`config.mk`:
```
export PLATFORM = sky130hd
export DESIGN_NAME = jtframe_dwnld_sched_flat
export DESIGN_NICKNAME = d
export VERILOG_FILES = /design/src/rtl/jtframe_dwnld_pkg.sv /design/src/rtl/jtframe_dwnld_if.sv /design/src/rtl/jtframe_dwnld_fifo.sv /design/src/rtl/jtframe_dwnld_sched.sv /design/src/flat_wrapper.sv
export SDC_FILE = /design/constraint.sdc
export NUM_CORES = 1
export LEC_CHECK = 0
export CAP_MARGIN = 20
export CORE_ASPECT_RATIO = 0.7
export CORE_MARGIN = 2
export CORE_UTILIZATION = 57
export DETAILED_ROUTE_END_ITERATION = 8
export PLACE_DENSITY = 0.87
export SYNTH_ARGS = -nofsm -noshare
export SYNTH_HDL_FRONTEND = slang
export SYNTH_SLANG_ARGS = --single-unit
```
`constraint.sdc`:
```
create_clock -name clk -period 3.6 [get_ports clk]
set_input_delay 0.36 -clock clk [delete_from_list [all_inputs] [get_ports clk]]
set_output_delay 0.36 -clock clk [all_outputs]
set_load 0.01 [all_outputs]
```
`src/rtl/jtframe_dwnld_pkg.sv`:
```
// Shared types for the download scheduler.
// Issue FSM encoding and SDRAM byte-mask constants.
package jtframe_dwnld_pkg;

  typedef enum logic [1:0] {
    IDLE = 2'd0,
    REQ  = 2'd1,
    GAP  = 2'd2
  } state_t;

  localparam logic [1:0] MASK_FULL = 2'b00;
  localparam logic [1:0] MASK_LO   = 2'b10;
  localparam logic [1:0] MASK_HI   = 2'b01;

endpackage

```
`src/rtl/jtframe_dwnld_if.sv`:
```
// SDRAM programming channel: word request held until a one-cycle ack.
// master = scheduler, slave = SDRAM controller.
interface jtframe_dwnld_if #(
  parameter int AW = 25
);

  logic [AW-2:0] prog_addr;
  logic [15:0]   prog_data;
  logic [1:0]    prog_mask;
  logic          prog_we;
  logic          prog_rdy;

  modport master (
    output prog_addr,
    output prog_data,
    output prog_mask,
    output prog_we,
    input  prog_rdy
  );

  modport slave (
    input  prog_addr,
    input  prog_data,
    input  prog_mask,
    input  prog_we,
    output prog_rdy
  );

endinterface

```
`src/rtl/jtframe_dwnld_fifo.sv`:
```
// Small first-word-fall-through word FIFO.
// A push while full is dropped unless a pop frees a slot that cycle.
module jtframe_dwnld_fifo #(
  parameter int W       = 42,
  parameter int FIFO_AW = 2
) (
  input  logic         clk,
  input  logic         rst_n,
  input  logic         push,
  input  logic         pop,
  input  logic [W-1:0] din,
  output logic [W-1:0] dout,
  output logic         full,
  output logic         empty
);

  localparam int DEPTH = 1 << FIFO_AW;

  logic [W-1:0]     mem [DEPTH];
  logic [FIFO_AW:0] wr_ptr;
  logic [FIFO_AW:0] rd_ptr;
  logic             wr_ok;
  logic             rd_ok;

  assign empty = wr_ptr == rd_ptr;
  assign full  = (wr_ptr[FIFO_AW] != rd_ptr[FIFO_AW]) &&
                 (wr_ptr[FIFO_AW-1:0] == rd_ptr[FIFO_AW-1:0]);
  assign wr_ok = push & (~full | pop);
  assign rd_ok = pop & ~empty;
  assign dout  = mem[rd_ptr[FIFO_AW-1:0]];

  // storage array, no reset needed
  always_ff @(posedge clk) begin
    if (wr_ok) mem[wr_ptr[FIFO_AW-1:0]] <= din;
  end

  // read/write pointers with wrap bit
  always_ff @(posedge clk) begin
    if (!rst_n) begin
      wr_ptr <= '0;
      rd_ptr <= '0;
    end else begin
      if (wr_ok) wr_ptr <= wr_ptr + 1'b1;
      if (rd_ok) rd_ptr <= rd_ptr + 1'b1;
    end
  end

endmodule

```
`src/rtl/jtframe_dwnld_sched.sv`:
```
// ioctl download scheduler: routes bytes, packs ROM bytes to
// 16-bit words, queues them and issues them to SDRAM.
module jtframe_dwnld_sched
  import jtframe_dwnld_pkg::*;
#(
  parameter int AW      = 25,
  parameter int FIFO_AW = 2,
  parameter int NVAW    = 16
) (
  input  logic              clk,
  input  logic              rst_n,
  input  logic              downloading,
  input  logic [AW-1:0]     ioctl_addr,
  input  logic [7:0]        ioctl_dout,
  input  logic              ioctl_wr,
  input  logic              ioctl_ram,
  input  logic              ioctl_cheat,
  jtframe_dwnld_if.master   prog,
  output logic              cheat_we,
  output logic [7:0]        cheat_addr,
  output logic [7:0]        cheat_din,
  output logic              nvram_we,
  output logic [NVAW-1:0]   nvram_addr,
  output logic [7:0]        nvram_din,
  output logic              busy,
  output logic              overflow
);

  localparam int WA = AW - 1;
  localparam int W  = WA + 16 + 2;

  typedef struct packed {
    logic [WA-1:0] addr;
    logic [15:0]   data;
    logic [1:0]    mask;
  } word_t;

  logic          rom_wr;
  logic          odd;
  logic [WA-1:0] waddr;
  logic          dl_q;
  logic          dl_rise;
  logic          dl_fall;

  logic          pend;
  logic [WA-1:0] pend_addr;
  logic [7:0]    pend_data;
  logic          odd_q;
  word_t         odd_word;
  logic          push_q;
  word_t         push_word;
  word_t         lo_word;
  word_t         hi_word;

  word_t         head;
  logic          full;
  logic          empty;
  logic          pop;
  logic          load;
  state_t        state_q;
  state_t        state_d;

  assign rom_wr  = ioctl_wr & ~ioctl_cheat & ~ioctl_ram;
  assign odd     = ioctl_addr[0];
  assign waddr   = ioctl_addr[AW-1:1];
  assign dl_rise = downloading & ~dl_q;
  assign dl_fall = ~downloading & dl_q;
  assign lo_word = {pend_addr, 8'h00, pend_data, MASK_LO};
  assign hi_word = {waddr, ioctl_dout, 8'h00, MASK_HI};

  // cheat/NVRAM bytes bypass the packer, one cycle late
  always_ff @(posedge clk) begin
    if (!rst_n) begin
      cheat_we   <= 1'b0;
      cheat_addr <= '0;
      cheat_din  <= '0;
      nvram_we   <= 1'b0;
      nvram_addr <= '0;
      nvram_din  <= '0;
    end else begin
      cheat_we <= ioctl_wr & ioctl_cheat;
      nvram_we <= ioctl_wr & ~ioctl_cheat & ioctl_ram;
      if (ioctl_wr & ioctl_cheat) begin
        cheat_addr <= ioctl_addr[7:0];
        cheat_din  <= ioctl_dout;
      end
      if (ioctl_wr & ~ioctl_cheat & ioctl_ram) begin
        nvram_addr <= ioctl_addr[NVAW-1:0];
        nvram_din  <= ioctl_dout;
      end
    end
  end

  // byte packer; a split word pushes its second half next cycle
  always_ff @(posedge clk) begin
    if (!rst_n) begin
      pend      <= 1'b0;
      pend_addr <= '0;
      pend_data <= '0;
      odd_q     <= 1'b0;
      odd_word  <= '0;
      push_q    <= 1'b0;
      push_word <= '0;
    end else begin
      push_q <= 1'b0;
      odd_q  <= 1'b0;
      if (dl_rise) pend <= 1'b0;
      if (odd_q) begin
        push_q    <= 1'b1;
        push_word <= odd_word;
      end else if (rom_wr && !odd) begin
        if (pend) begin
          push_q    <= 1'b1;
          push_word <= lo_word;
        end
        pend      <= 1'b1;
        pend_addr <= waddr;
        pend_data <= ioctl_dout;
      end else if (rom_wr) begin
        pend   <= 1'b0;
        push_q <= 1'b1;
        if (pend && pend_addr == waddr) begin
          push_word <= {waddr, ioctl_dout, pend_data, MASK_FULL};
        end else if (pend) begin
          push_word <= lo_word;
          odd_q     <= 1'b1;
          odd_word  <= hi_word;
        end else begin
          push_word <= hi_word;
        end
      end else if (dl_fall && pend) begin
        pend      <= 1'b0;
        push_q    <= 1'b1;
        push_word <= lo_word;
      end
    end
  end

  // edge detect and sticky drop flag
  always_ff @(posedge clk) begin
    if (!rst_n) begin
      dl_q     <= 1'b0;
      overflow <= 1'b0;
    end else begin
      dl_q <= downloading;
      if (dl_rise) overflow <= 1'b0;
      else if (push_q & full & ~pop) overflow <= 1'b1;
    end
  end

  jtframe_dwnld_fifo #(
    .W       (W),
    .FIFO_AW (FIFO_AW)
  ) u_fifo (
    .clk   (clk),
    .rst_n (rst_n),
    .push  (push_q),
    .pop   (pop),
    .din   (push_word),
    .dout  (head),
    .full  (full),
    .empty (empty)
  );

  // issue FSM next state
  always_comb begin
    state_d = state_q;
    load    = 1'b0;
    pop     = 1'b0;
    unique case (state_q)
      IDLE: begin
        if (!empty) begin
          state_d = REQ;
          load    = 1'b1;
        end
      end
      REQ: begin
        if (prog.prog_rdy) begin
          state_d = GAP;
          pop     = 1'b1;
        end
      end
      GAP:     state_d = IDLE;
      default: state_d = IDLE;
    endcase
  end

  // issue FSM state and request register
  always_ff @(posedge clk) begin
    if (!rst_n) begin
      state_q        <= IDLE;
      prog.prog_addr <= '0;
      prog.prog_data <= '0;
      prog.prog_mask <= '0;
    end else begin
      state_q <= state_d;
      if (load) begin
        prog.prog_addr <= head.addr;
        prog.prog_data <= head.data;
        prog.prog_mask <= head.mask;
      end
    end
  end

  assign prog.prog_we = state_q == REQ;

  assign busy = downloading | pend | odd_q | push_q |
                ~empty | (state_q != IDLE);

endmodule

```
`src/flat_wrapper.sv`:
```
// flat-port wrapper written by rule: the top's interface ports become plain ports
module jtframe_dwnld_sched_flat import jtframe_dwnld_pkg::*;
#(
  parameter int AW      = 25,
  parameter int FIFO_AW = 2,
  parameter int NVAW    = 16
)
  (clk, rst_n, downloading, ioctl_addr, ioctl_dout, ioctl_wr, ioctl_ram, ioctl_cheat, cheat_we, cheat_addr, cheat_din, nvram_we, nvram_addr, nvram_din, busy, overflow, prog_prog_addr, prog_prog_data, prog_prog_mask, prog_prog_we, prog_prog_rdy);
  jtframe_dwnld_if #(.AW(AW)) prog_i ();
  input  logic clk;
  input  logic rst_n;
  input  logic downloading;
  input  logic [AW-1:0] ioctl_addr;
  input  logic [7:0] ioctl_dout;
  input  logic ioctl_wr;
  input  logic ioctl_ram;
  input  logic ioctl_cheat;
  output logic cheat_we;
  output logic [7:0] cheat_addr;
  output logic [7:0] cheat_din;
  output logic nvram_we;
  output logic [NVAW-1:0] nvram_addr;
  output logic [7:0] nvram_din;
  output logic busy;
  output logic overflow;
  output wire logic [$bits(prog_i.prog_addr)-1:0] prog_prog_addr;
  output wire logic [$bits(prog_i.prog_data)-1:0] prog_prog_data;
  output wire logic [$bits(prog_i.prog_mask)-1:0] prog_prog_mask;
  output wire logic [$bits(prog_i.prog_we)-1:0] prog_prog_we;
  input wire logic [$bits(prog_i.prog_rdy)-1:0] prog_prog_rdy;
  assign prog_prog_addr = prog_i.prog_addr;
  assign prog_prog_data = prog_i.prog_data;
  assign prog_prog_mask = prog_i.prog_mask;
  assign prog_prog_we = prog_i.prog_we;
  assign prog_i.prog_rdy = prog_prog_rdy;
  jtframe_dwnld_sched #(.AW(AW), .FIFO_AW(FIFO_AW), .NVAW(NVAW)) u_core (.clk(clk), .rst_n(rst_n), .downloading(downloading), .ioctl_addr(ioctl_addr), .ioctl_dout(ioctl_dout), .ioctl_wr(ioctl_wr), .ioctl_ram(ioctl_ram), .ioctl_cheat(ioctl_cheat), .prog(prog_i), .cheat_we(cheat_we), .cheat_addr(cheat_addr), .cheat_din(cheat_din), .nvram_we(nvram_we), .nvram_addr(nvram_addr), .nvram_din(nvram_din), .busy(busy), .overflow(overflow));
endmodule
```
==> flow_metrics.env, run 1 <==
export IMPL_setup_viol=0
export IMPL_leakage_uw=0.00538
export IMPL_final_common_cell="nand2_1"
export IMPL_fin_nets=1315
export IMPL_clockBufferDepth=3
export IMPL_period_needed_ns=2.84
export IMPL_portBuffers=126
export IMPL_wirelength_um=32500
export IMPL_clkLatencyLatePin_ns=0.51
export IMPL_std_cell_rows=47
export IMPL_finalHoldViolations=0
export IMPL_core_um2=23800
export IMPL_die_x_um=190
export IMPL_root_buffer="clkbuf_16"
export IMPL_vias=9542
export IMPL_start_kind="flop"
export IMPL_rsz0062_at_grt="false"
export IMPL_multi_input_area_um2=4350
export IMPL_layout_drive_gt1_share=0.100
export IMPL_crit_path_end_kind="output pin"
export IMPL_mostFrequentLayoutCells="269 x nand2_1, 202 x dfxtp_1, 168 x edfxtp_1"
export IMPL_grt_pass1_vias=9243
export IMPL_crit_type="flop to output pin"
export IMPL_max_freq_ghz=0.352
export IMPL_vias_per_cell=5.91
export IMPL_vdd_drop_max_v=0.000342
export IMPL_regArea_um2=9130
export IMPL_drv_slew=0
export IMPL_dp_hpwl_um=20000
export IMPL_drtPass1Iterations=6
export IMPL_grt_max_degree=114
export IMPL_ys_warn_count=0
export IMPL_syn_inst=1165
export IMPL_path_max_fanout=18
export IMPL_die_h_um=134
export IMPL_clk_pin_slew_worst_paths_ns=0.06
export IMPL_path_cells="nor4_1 > nand3_1 > clkdlybuf4s50_1"
export IMPL_cts_tree="built"
export IMPL_crit_family="simple AND/OR/NAND/NOR gates"
export IMPL_cts_sinks=372
export IMPL_synth_cell_types=42
export IMPL_cts_made_buffers=34
export IMPL_fin_tns_setup_ns=0
export IMPL_holdBufCountCts=0
export IMPL_htree_levels=2
export IMPL_syn_area_per_cell_um2=11.9
export IMPL_grt_pass1_wl_um=51100
export IMPL_syn_num_nets=1210
export IMPL_final_antenna_net_count=0
export IMPL_n_antenna_cell=0
export IMPL_power_density_nw_per_um2=506
export IMPL_start_util=0.583
export IMPL_grt_util_all_layers=0.257
export IMPL_area_delta_synth_final_pct=19.4
export IMPL_ys_seq_elements=372
export IMPL_synthSimpleGateAreaFrac=0.116
export IMPL_cts_resized=0
export IMPL_critPathSlowestCell="nor4_1"
export IMPL_post_cts_buffers=0
export IMPL_wire_per_inst_um=20.1
export IMPL_synth_top_family_by_area="simple AND/OR/NAND/NOR gates"
export IMPL_async_flop_share=0
export IMPL_drt_iter0_drc=1046
export IMPL_finalCritPeriodShare=0.789
export IMPL_cp_buffers_inverters=1
export IMPL_fillers=1575
export IMPL_synth_compound_area_frac=0.103
export IMPL_hold_class="input port to flop"
export IMPL_tightest_slew_ns=0.990
export IMPL_status="complete, no violations"
export IMPL_cp_slowest_stage_delay_ns=0.72
export IMPL_total_power_uw=8370
export IMPL_yosys_area_share_adder=0.00452
export IMPL_routabilityCongestion=0.830
export IMPL_fp_dieArea_um2=25600
export IMPL_synth_mux_area_frac=0.0690
export IMPL_required_ns=3.24
export IMPL_maxCapViolCount=0
export IMPL_ys_seq_area_frac=0.659
export IMPL_slew_headroom=0.338
export IMPL_synth_xor_area_frac=0.0196
export IMPL_netlist_area_um2=13900
export IMPL_synth_edf_count=168
export IMPL_clock_skew_ns=0.0168
export IMPL_synth_main_ff_cell="dfxtp_1"
export IMPL_io_pins=127
export IMPL_critPathArrivalTime_ns=2.48
export IMPL_grt_antenna_before_repair=0
export IMPL_grt_overflow=0
export IMPL_drc=0
## area by class of cell
| cell class | count | share of cell area |
|---|---|---|
| sequential | 372 | 0.552 |
| multi-input combinational | 703 | 0.263 |
| timing repair buffer | 151 | 0.0905 |
| clock buffer | 47 | 0.0583 |
| tap | 318 | 0.0241 |
| clock inverter | 15 | 0.00991 |
| inverter | 8 | 0.00197 |
## flip-flops by register name (all words and copies together), names as in the netlist, 2 cells and up
name	cells
u_core.pend_data	8
u_core.prog.prog_data	16
u_core.pend_addr	24
u_core.prog.prog_mask	2
u_core.state_q	2
u_core.push_word	42
u_core.nvram_din	8
u_core.cheat_addr	8
u_core.u_fifo.rd_ptr	3
u_core.prog.prog_addr	24
u_core.odd_word	33
u_core.u_fifo.wr_ptr	3
u_core.nvram_addr	16
u_core.u_fifo.mem	168
u_core.cheat_din	8
## tightest hold or removal path, stage by stage
cell and delay (ns):
buf_2 0.11, inv_4 0.22, nor2_1 0.17
## logic make-up after synthesis
| logic type | count (synthesis) |
|---|---|
| xor+xnor | 31 |
| fa+ha+maj | 5 |
| buf+inv | 90 |
| flops | 372 |
| mux | 43 |
| simple gates | 392 |
| compound gates | 232 |
## Yosys cell counts, types with 2 or more instances
library cell    n  area, µm²
edfxtp_1      168       5040
nor2b_1         3       18.8
ha_1            5       62.6
nor2_1         51        191
a22oi_1        40        300
o21ai_0        33        165
inv_1           7       26.3
a21oi_1       126        631
buf_6           2       22.5
nor3_1          4       20.0
buf_2          15       75.1
nor4_1          7       43.8
nand2_1       269       1010
nand2b_1        2       12.5
xor2_1         28        245
clkbuf_1       54        203
nand3_1        41        205
mux4_2         42        946
buf_4           6       45.0
dfxtp_1       204       4080
buf_1           5       18.8
and2_1          9       56.3
xnor2_1         3       26.3
a221o_1        23        230
## per-layer routing
layer	GRT usage	wire length, µm
met2	0.384	14200
met3	0.0612	3960
met5	0	0
met1	0.388	13900
met4	0.0469	425
## worst paths after layout
path	startpoint	end	slack (ns)	cells after the start
max	u_core.odd_q	busy	0.76	3
min	rst_n	u_core.odd_q	0.41	3
max reg2reg	u_core.u_fifo.wr_ptr[0]	u_core.u_fifo.mem[2][27]	1.02	5
min reg2reg	u_core.prog.prog_addr[4]	u_core.prog.prog_addr[4]	0.45	2
## stage by stage
stage / utilization / instance area, µm² / hold WS [ns] / setup WS (ns) / std cells
3_3_place_gp: 0.647 / 15400 / 0.441 / 0.659 / 1550
6_report: 0.696 / 16500 / 0.408 / 0.759 / 1614
2_1_floorplan: - / 13900 / 0.428 / 0.945 / 1165
4_1_cts: 0.694 / 16500 / 0.401 / 0.746 / 1612
3_5_place_dp: 0.647 / 15400 / 0.447 / 0.550 / 1550
5_1_grt: 0.696 / 16500 / 0.429 / 0.532 / 1614
## report_power, final
group,internal (µW),switching (µW)
clock,2110,1520
sequential,4410,24.9
combinational,119,180
Power figures use the tool's default switching activity.
==> run 2, diff against run 1 <==
Settings changed: CORE_UTILIZATION 57 to 51, PLACE_DENSITY 0.87 to 0.83.
Clock period 3.6 ns to 2.59 ns, I/O delays scaled along.
==> run 2 against run 1 <==
Wire length rose by 1.2%. Combinational power up 48%. Count of clock-buffer cells in the layout is 4 higher. Final cell count rose by 4.7%. Critical path depth did not move. Via count rose by 1.2%. Critical path type unchanged. Largest power group unchanged.
==> flow_metrics.env, run 2 (same netlist as run 1, synthesis figures left out) <==
export IMPL_path_max_fanout=5
export IMPL_layoutNonFillerInstCount=1690
export IMPL_crit_family="simple AND/OR/NAND/NOR gates"
export IMPL_crit_type="flop to output pin"
export IMPL_clkLatencyLatePin_ns=0.51
export IMPL_layout_setup_ws_ns=0.124
export IMPL_grt_max_degree=172
export IMPL_total_power_uw=11600
export IMPL_wirelength_um=32900
export IMPL_place_area_um2=15700
export IMPL_drt_iter0_drc=1143
export IMPL_path_cells="nor4_1 > nand3_1 > clkdlybuf4s50_1"
export IMPL_regArea_um2=9130
export IMPL_fin_area_um2=16900
export IMPL_leakage_uw=0.00556
export IMPL_n_antenna_cell=0
export IMPL_dp_hpwl_um=21000
export IMPL_rsz0062_at_grt="false"
export IMPL_grt_pass1_vias=9534
export IMPL_setup_viol=0
export IMPL_grt_pass1_wl_um=52200
export IMPL_slew_headroom=0.415
export IMPL_portBuffers=126
export IMPL_p_seq_frac=0.530
export IMPL_area_delta_synth_final_pct=21.9
export IMPL_vias_per_cell=5.72
export IMPL_fillers=1967
export IMPL_cp_buffers_inverters=1
export IMPL_pwr_share_comb=0.038
export IMPL_start_kind="flop"
export IMPL_grt_util_all_layers=0.232
export IMPL_switchingPower_uw=2380
export IMPL_crit_path_end_kind="output pin"
export IMPL_std_cell_rows=50
export IMPL_period_needed_ns=2.47
export IMPL_drv_slew=0
export IMPL_wl_met3_um=3210
export IMPL_drtPass1Iterations=5
export IMPL_start_util=0.519
export IMPL_cts_tree="built"
export IMPL_fp_dieArea_um2=28500
export IMPL_final_common_cell="nand2_1"
export IMPL_clock_skew_ns=0.0176
export IMPL_mostFrequentLayoutCells="269 x nand2_1, 202 x dfxtp_1, 168 x edfxtp_1"
export IMPL_grt_antenna_before_repair=1
export IMPL_met1Wirelength_um=14500
export IMPL_root_buffer="clkbuf_16"
export IMPL_die_h_um=142
export IMPL_maxCapViolCount=0
export IMPL_clockBufferDepth=3
export IMPL_grt_overflow=0
export IMPL_finalCritPeriodShare=0.952
export IMPL_power_internal_uw=9270
export IMPL_cp_slowest_stage_delay_ns=0.60
export IMPL_htree_levels=2
export IMPL_fin_nets=1345
export IMPL_required_ns=2.33
export IMPL_vias=9659
export IMPL_routabilityCongestion=0.836
export IMPL_hold_class="input port to flop"
export IMPL_power_density_nw_per_um2=689
export IMPL_holdBufCountCts=0
export IMPL_max_freq_ghz=0.406
export IMPL_wl_met2_um=14600
export IMPL_critPathSlowestCell="nor4_1"
export IMPL_status="complete, no violations"
export IMPL_dp_cells=1627
export IMPL_die_x_um=201
export IMPL_largest_reg_flops=168
export IMPL_highest_layer="met5"
export IMPL_pre_cts_ws_ns=-0.0320
export IMPL_cts_resized=0
export IMPL_pwr_share_clk=0.432
export IMPL_tightest_slew_ns=0.878
export IMPL_cts_sinks=372
export IMPL_final_antenna_net_count=0
export IMPL_post_cts_buffers=0
export IMPL_cts_made_buffers=35
export IMPL_drc=0
export IMPL_multi_input_area_um2=4350
export IMPL_fin_tns_setup_ns=0
export IMPL_clk_pin_slew_worst_paths_ns=0.06
export IMPL_layout_drive_gt1_share=0.124
export IMPL_core_um2=26700
export IMPL_io_pins=127
export IMPL_p_sw_frac=0.204
export IMPL_critPathArrivalTime_ns=2.21
export IMPL_finalHoldViolations=0
export IMPL_vdd_drop_max_v=0.000553
export IMPL_wire_per_inst_um=19.5
## run 2: cell count changes in the layout (fill, tap and decap cells not counted), moves of 2 or more
cell,previous run,this run
buf_4,21,45
clkbuf_8,0,6
buf_12,2,9
clkbuf_1,10,7
bufinv_16,3,1
clkinv_2,6,9
## run 2: metrics by stage
stage          hold slack [ns]  utilization
2_1_floorplan            0.388            -
3_3_place_gp             0.439        0.589
3_5_place_dp             0.446        0.589
4_1_cts                  0.260        0.632
5_1_grt                  0.279        0.632
6_report                 0.282        0.632
## run 2: worst reg2reg max path, cell delays in order (launching register included)
cell	delay [ns]
dfxtp_1	0.47
xor2_1	0.26
nor2_1	0.10
a31oi_1	0.49
and2_2	0.40
buf_12	0.28
## run 2: power groups by stage
stage	logic (µW)	clock network, µW	registers, µW
after floorplan	175	0	6300
after global placement	427	0	6290
after detailed placement	434	0	6300
after CTS	439	5100	6170
after global routing	476	5340	6170
final	444	5030	6170
## run 2: cell type report
type / count / share of cell area
multi-input cells: 703 / 0.258
inverters: 8 / 0.00193
clock buffers: 51 / 0.0628
clock inverters: 12 / 0.00489
repair buffers: 180 / 0.105
flip-flops and latches: 372 / 0.541
well taps: 364 / 0.0270
## run 2: path summary, 6_finish.rpt
path | start | endpoint | slack (ns) | cells past startpoint
worst min register to register | u_core.prog.prog_data[6] | u_core.prog.prog_data[6] | 0.46 | 2
worst max-delay path | u_core.pend | busy | 0.12 | 3
worst min-delay path | rst_n | u_core.push_word[40] | 0.28 | 5
worst max register to register | u_core.u_fifo.wr_ptr[0] | u_core.u_fifo.mem[1][33] | 0.25 | 5
## run 2: per-layer routing
layer,global-route usage,up-vias
met5,0,-
met3,0.0595,54
met4,0.0589,2
li1,-,4440
met1,0.332,4715
met2,0.356,448
==> run 3, diff against run 2 <==
Settings changed: ABC_AREA set to 1, CORE_UTILIZATION 51 to 52, PLACE_DENSITY 0.83 to 0.84.
==> run 3 against run 2 <==
Synthesized area up 7.7%. Utilization grew 0.32 points. Worst hold slack better by 0.051 ns. Total power up 6.3%. Largest cell class unchanged. Design area grew 5.4%.
==> flow_metrics.env, run 3 <==
export IMPL_status="complete, no violations"
export IMPL_switchingPower_uw=2710
export IMPL_timing_rr_start="u_core.state_q[1]"
export IMPL_final_antenna_net_count=0
export IMPL_met1Wirelength_um=16500
export IMPL_reg2reg_setup_slack_ns=0.50
export IMPL_synth_top_area_cell="edfxtp_1"
export IMPL_regArea_um2=9130
export IMPL_crit_type="flop to output pin"
export IMPL_clk_pin_slew_worst_paths_ns=0.06
export IMPL_setup_viol=0
export IMPL_crit_family="simple AND/OR/NAND/NOR gates"
export IMPL_io_pins=127
export IMPL_highest_layer="met4"
export IMPL_final_common_cell="nand2_1"
export IMPL_place_area_um2=16600
export IMPL_drc=0
export IMPL_start_kind="flop"
export IMPL_wl_met3_um=4350
export IMPL_clockBufferDepth=3
export IMPL_layout_drive_gt1_share=0.0620
export IMPL_routabilityCongestion=0.852
export IMPL_fillers=2197
export IMPL_ys_seq_area_frac=0.612
export IMPL_r2r_end="u_core.u_fifo.mem[3][34]"
export IMPL_cts_made_buffers=35
export IMPL_max_freq_ghz=0.421
export IMPL_portBuffers=126
export IMPL_drt_iter0_drc=1343
export IMPL_synth_edf_count=168
export IMPL_slew_headroom=0.273
export IMPL_htree_levels=2
export IMPL_cp_slowest_stage_delay_ns=0.53
export IMPL_mostFrequentLayoutCells="324 x nand2_1, 256 x o21ai_0, 216 x nor2_1"
export IMPL_multi_input_area_um2=4990
export IMPL_synth_top_cell_area_share=0.338
export IMPL_fin_tns_setup_ns=0
export IMPL_synth_main_ff_cell="dfxtp_1"
export IMPL_hold_class="input port to flop"
export IMPL_power_internal_uw=9660
export IMPL_pwr_share_comb=0.059
export IMPL_required_ns=2.33
export IMPL_cts_resized=0
export IMPL_leakage_uw=0.00637
export IMPL_ys_seq_elements=372
export IMPL_cp_buffers_inverters=1
export IMPL_layout_setup_ws_ns=0.215
export IMPL_worst_path_stages=3
export IMPL_grt_util_all_layers=0.252
export IMPL_dp_cells=2082
export IMPL_drtPass1Iterations=6
export IMPL_pwr_share_clk=0.433
export IMPL_netlist_area_um2=14900
export IMPL_synth_area_top_cells="edfxtp_1 34%, dfxtp_1 27%, o21ai_0 8.6%, nand2_1 8.2%, nor2_1 5.5%"
export IMPL_crit_start="u_core.odd_q"
export IMPL_async_flop_share=0
export IMPL_wire_per_inst_um=17.7
export IMPL_pre_cts_ws_ns=0.151
export IMPL_syn_inst=1658
export IMPL_std_cell_rows=51
export IMPL_dp_hpwl_um=23500
export IMPL_drv_slew=0
export IMPL_synth_commonest_cells="324 x nand2_1, 256 x o21ai_0, 220 x nor2_1"
export IMPL_synth_cell_types=34
export IMPL_area_delta_synth_final_pct=19.3
export IMPL_power_density_nw_per_um2=695
export IMPL_wirelength_um=38000
export IMPL_grt_antenna_before_repair=2
export IMPL_worst_r2r_path_depth=8
export IMPL_finalHoldViolations=0
export IMPL_clock_skew_ns=0.0260
export IMPL_holdBufCountCts=0
export IMPL_cts_tree="built"
export IMPL_maxCapViolCount=0
export IMPL_die_h_um=146
export IMPL_period_needed_ns=2.38
export IMPL_tightest_slew_ns=1.09
export IMPL_post_cts_buffers=0
export IMPL_vias=12200
export IMPL_grt_overflow=0
export IMPL_cts_sinks=372
export IMPL_p_seq_frac=0.508
export IMPL_critPathSlowestCell="nor4_1"
export IMPL_ys_warn_count=0
export IMPL_fin_nets=1793
export IMPL_syn_area_per_cell_um2=9.00
export IMPL_synth_most_common_cell="nand2_1"
export IMPL_syn_num_nets=1703
export IMPL_endpoint="busy"
export IMPL_finalCritPeriodShare=0.917
export IMPL_root_buffer="clkbuf_16"
export IMPL_path_cells="nor4_1 > nand3b_1 > clkdlybuf4s50_1"
export IMPL_rsz0062_at_grt="false"
export IMPL_fin_area_um2=17800
export IMPL_grt_max_degree=107
export IMPL_die_x_um=206
export IMPL_grt_pass1_vias=11200
export IMPL_hold_ws_ns=0.333
export IMPL_layoutNonFillerInstCount=2148
export IMPL_grt_pass1_wl_um=60200
export IMPL_start_util=0.533
export IMPL_wl_met2_um=16600
export IMPL_critPathArrivalTime_ns=2.12
export IMPL_largest_reg_flops=168
export IMPL_fp_dieArea_um2=30100
export IMPL_core_um2=28000
export IMPL_path_max_fanout=11
export IMPL_p_sw_frac=0.219
export IMPL_vias_per_cell=5.66
export IMPL_clkLatencyLatePin_ns=0.53
export IMPL_crit_path_end_kind="output pin"
export IMPL_vdd_drop_max_v=0.000620
==> run 3: kinds of logic after synthesis <==
group | Yosys count | synth area share
adders and majority gates | 5 | 0.00419
xor gates and xnor gates | 4 | 0.00235
buffers and inverters | 207 | 0.0559
AOI/OAI and AO/OA | 453 | 0.159
and+or+nand+nor | 617 | 0.167
DFF | 372 | 0.612
==> run 3: worst min-delay path by stage <==
stage               slack (ns)          startpoint  cells after the start                        to
detailed placement        0.44  u_core.odd_word[0]                      2        u_core.odd_word[0]
global placement          0.43  u_core.odd_word[0]                      2        u_core.odd_word[0]
floorplan                 0.35         downloading                      2               u_core.dl_q
finish                    0.33               rst_n                      4  u_core.prog.prog_data[0]
global route              0.35       prog_prog_rdy                      3         u_core.state_q[1]
CTS                       0.32         downloading                      3               u_core.dl_q
==> run 3: cell type report <==
cell class	instances	area share
Sequential cell	372	0.513
Multi-Input combinational cell	1079	0.280
Timing Repair Buffer	163	0.0932
Clock buffer	47	0.0546
Tap cell	371	0.0261
Inverter	97	0.0205
Clock inverter	17	0.0122
Antenna cell	2	0.000281
==> run 3: power groups by stage <==
| stage | combinational (µW) | clock, µW | sequential, µW |
|---|---|---|---|
| 3_3_place_gp | 706 | 0 | 6410 |
| 3_5_place_dp | 721 | 0 | 6410 |
| 5_1_grt | 803 | 5650 | 6290 |
| 6_report | 729 | 5360 | 6290 |
| 4_1_cts | 727 | 5410 | 6280 |
| 2_1_floorplan | 346 | 0 | 6420 |
==> run 3: metrics by stage <==
step | util | total power (µW)
floorplan | - | 6770
global placement | 0.593 | 7110
detailed placement | 0.593 | 7130
CTS | 0.635 | 12400
global route | 0.635 | 12700
finish | 0.635 | 12400
==> run 3: worst reg2reg max path, delay by kind of cell (launching register included) <==
kind | cells | cell delay (ns)
AND/OR/NAND/NOR | 6 | 1.14
buffers and inverters | 2 | 0.31
flip-flops | 1 | 0.31
==> run 3: layer usage <==
metal,global-route usage,vias to the layer above
met1,0.366,5714
met5,0,-
met3,0.0692,57
li1,-,5806
met4,0.0564,0
met2,0.377,586
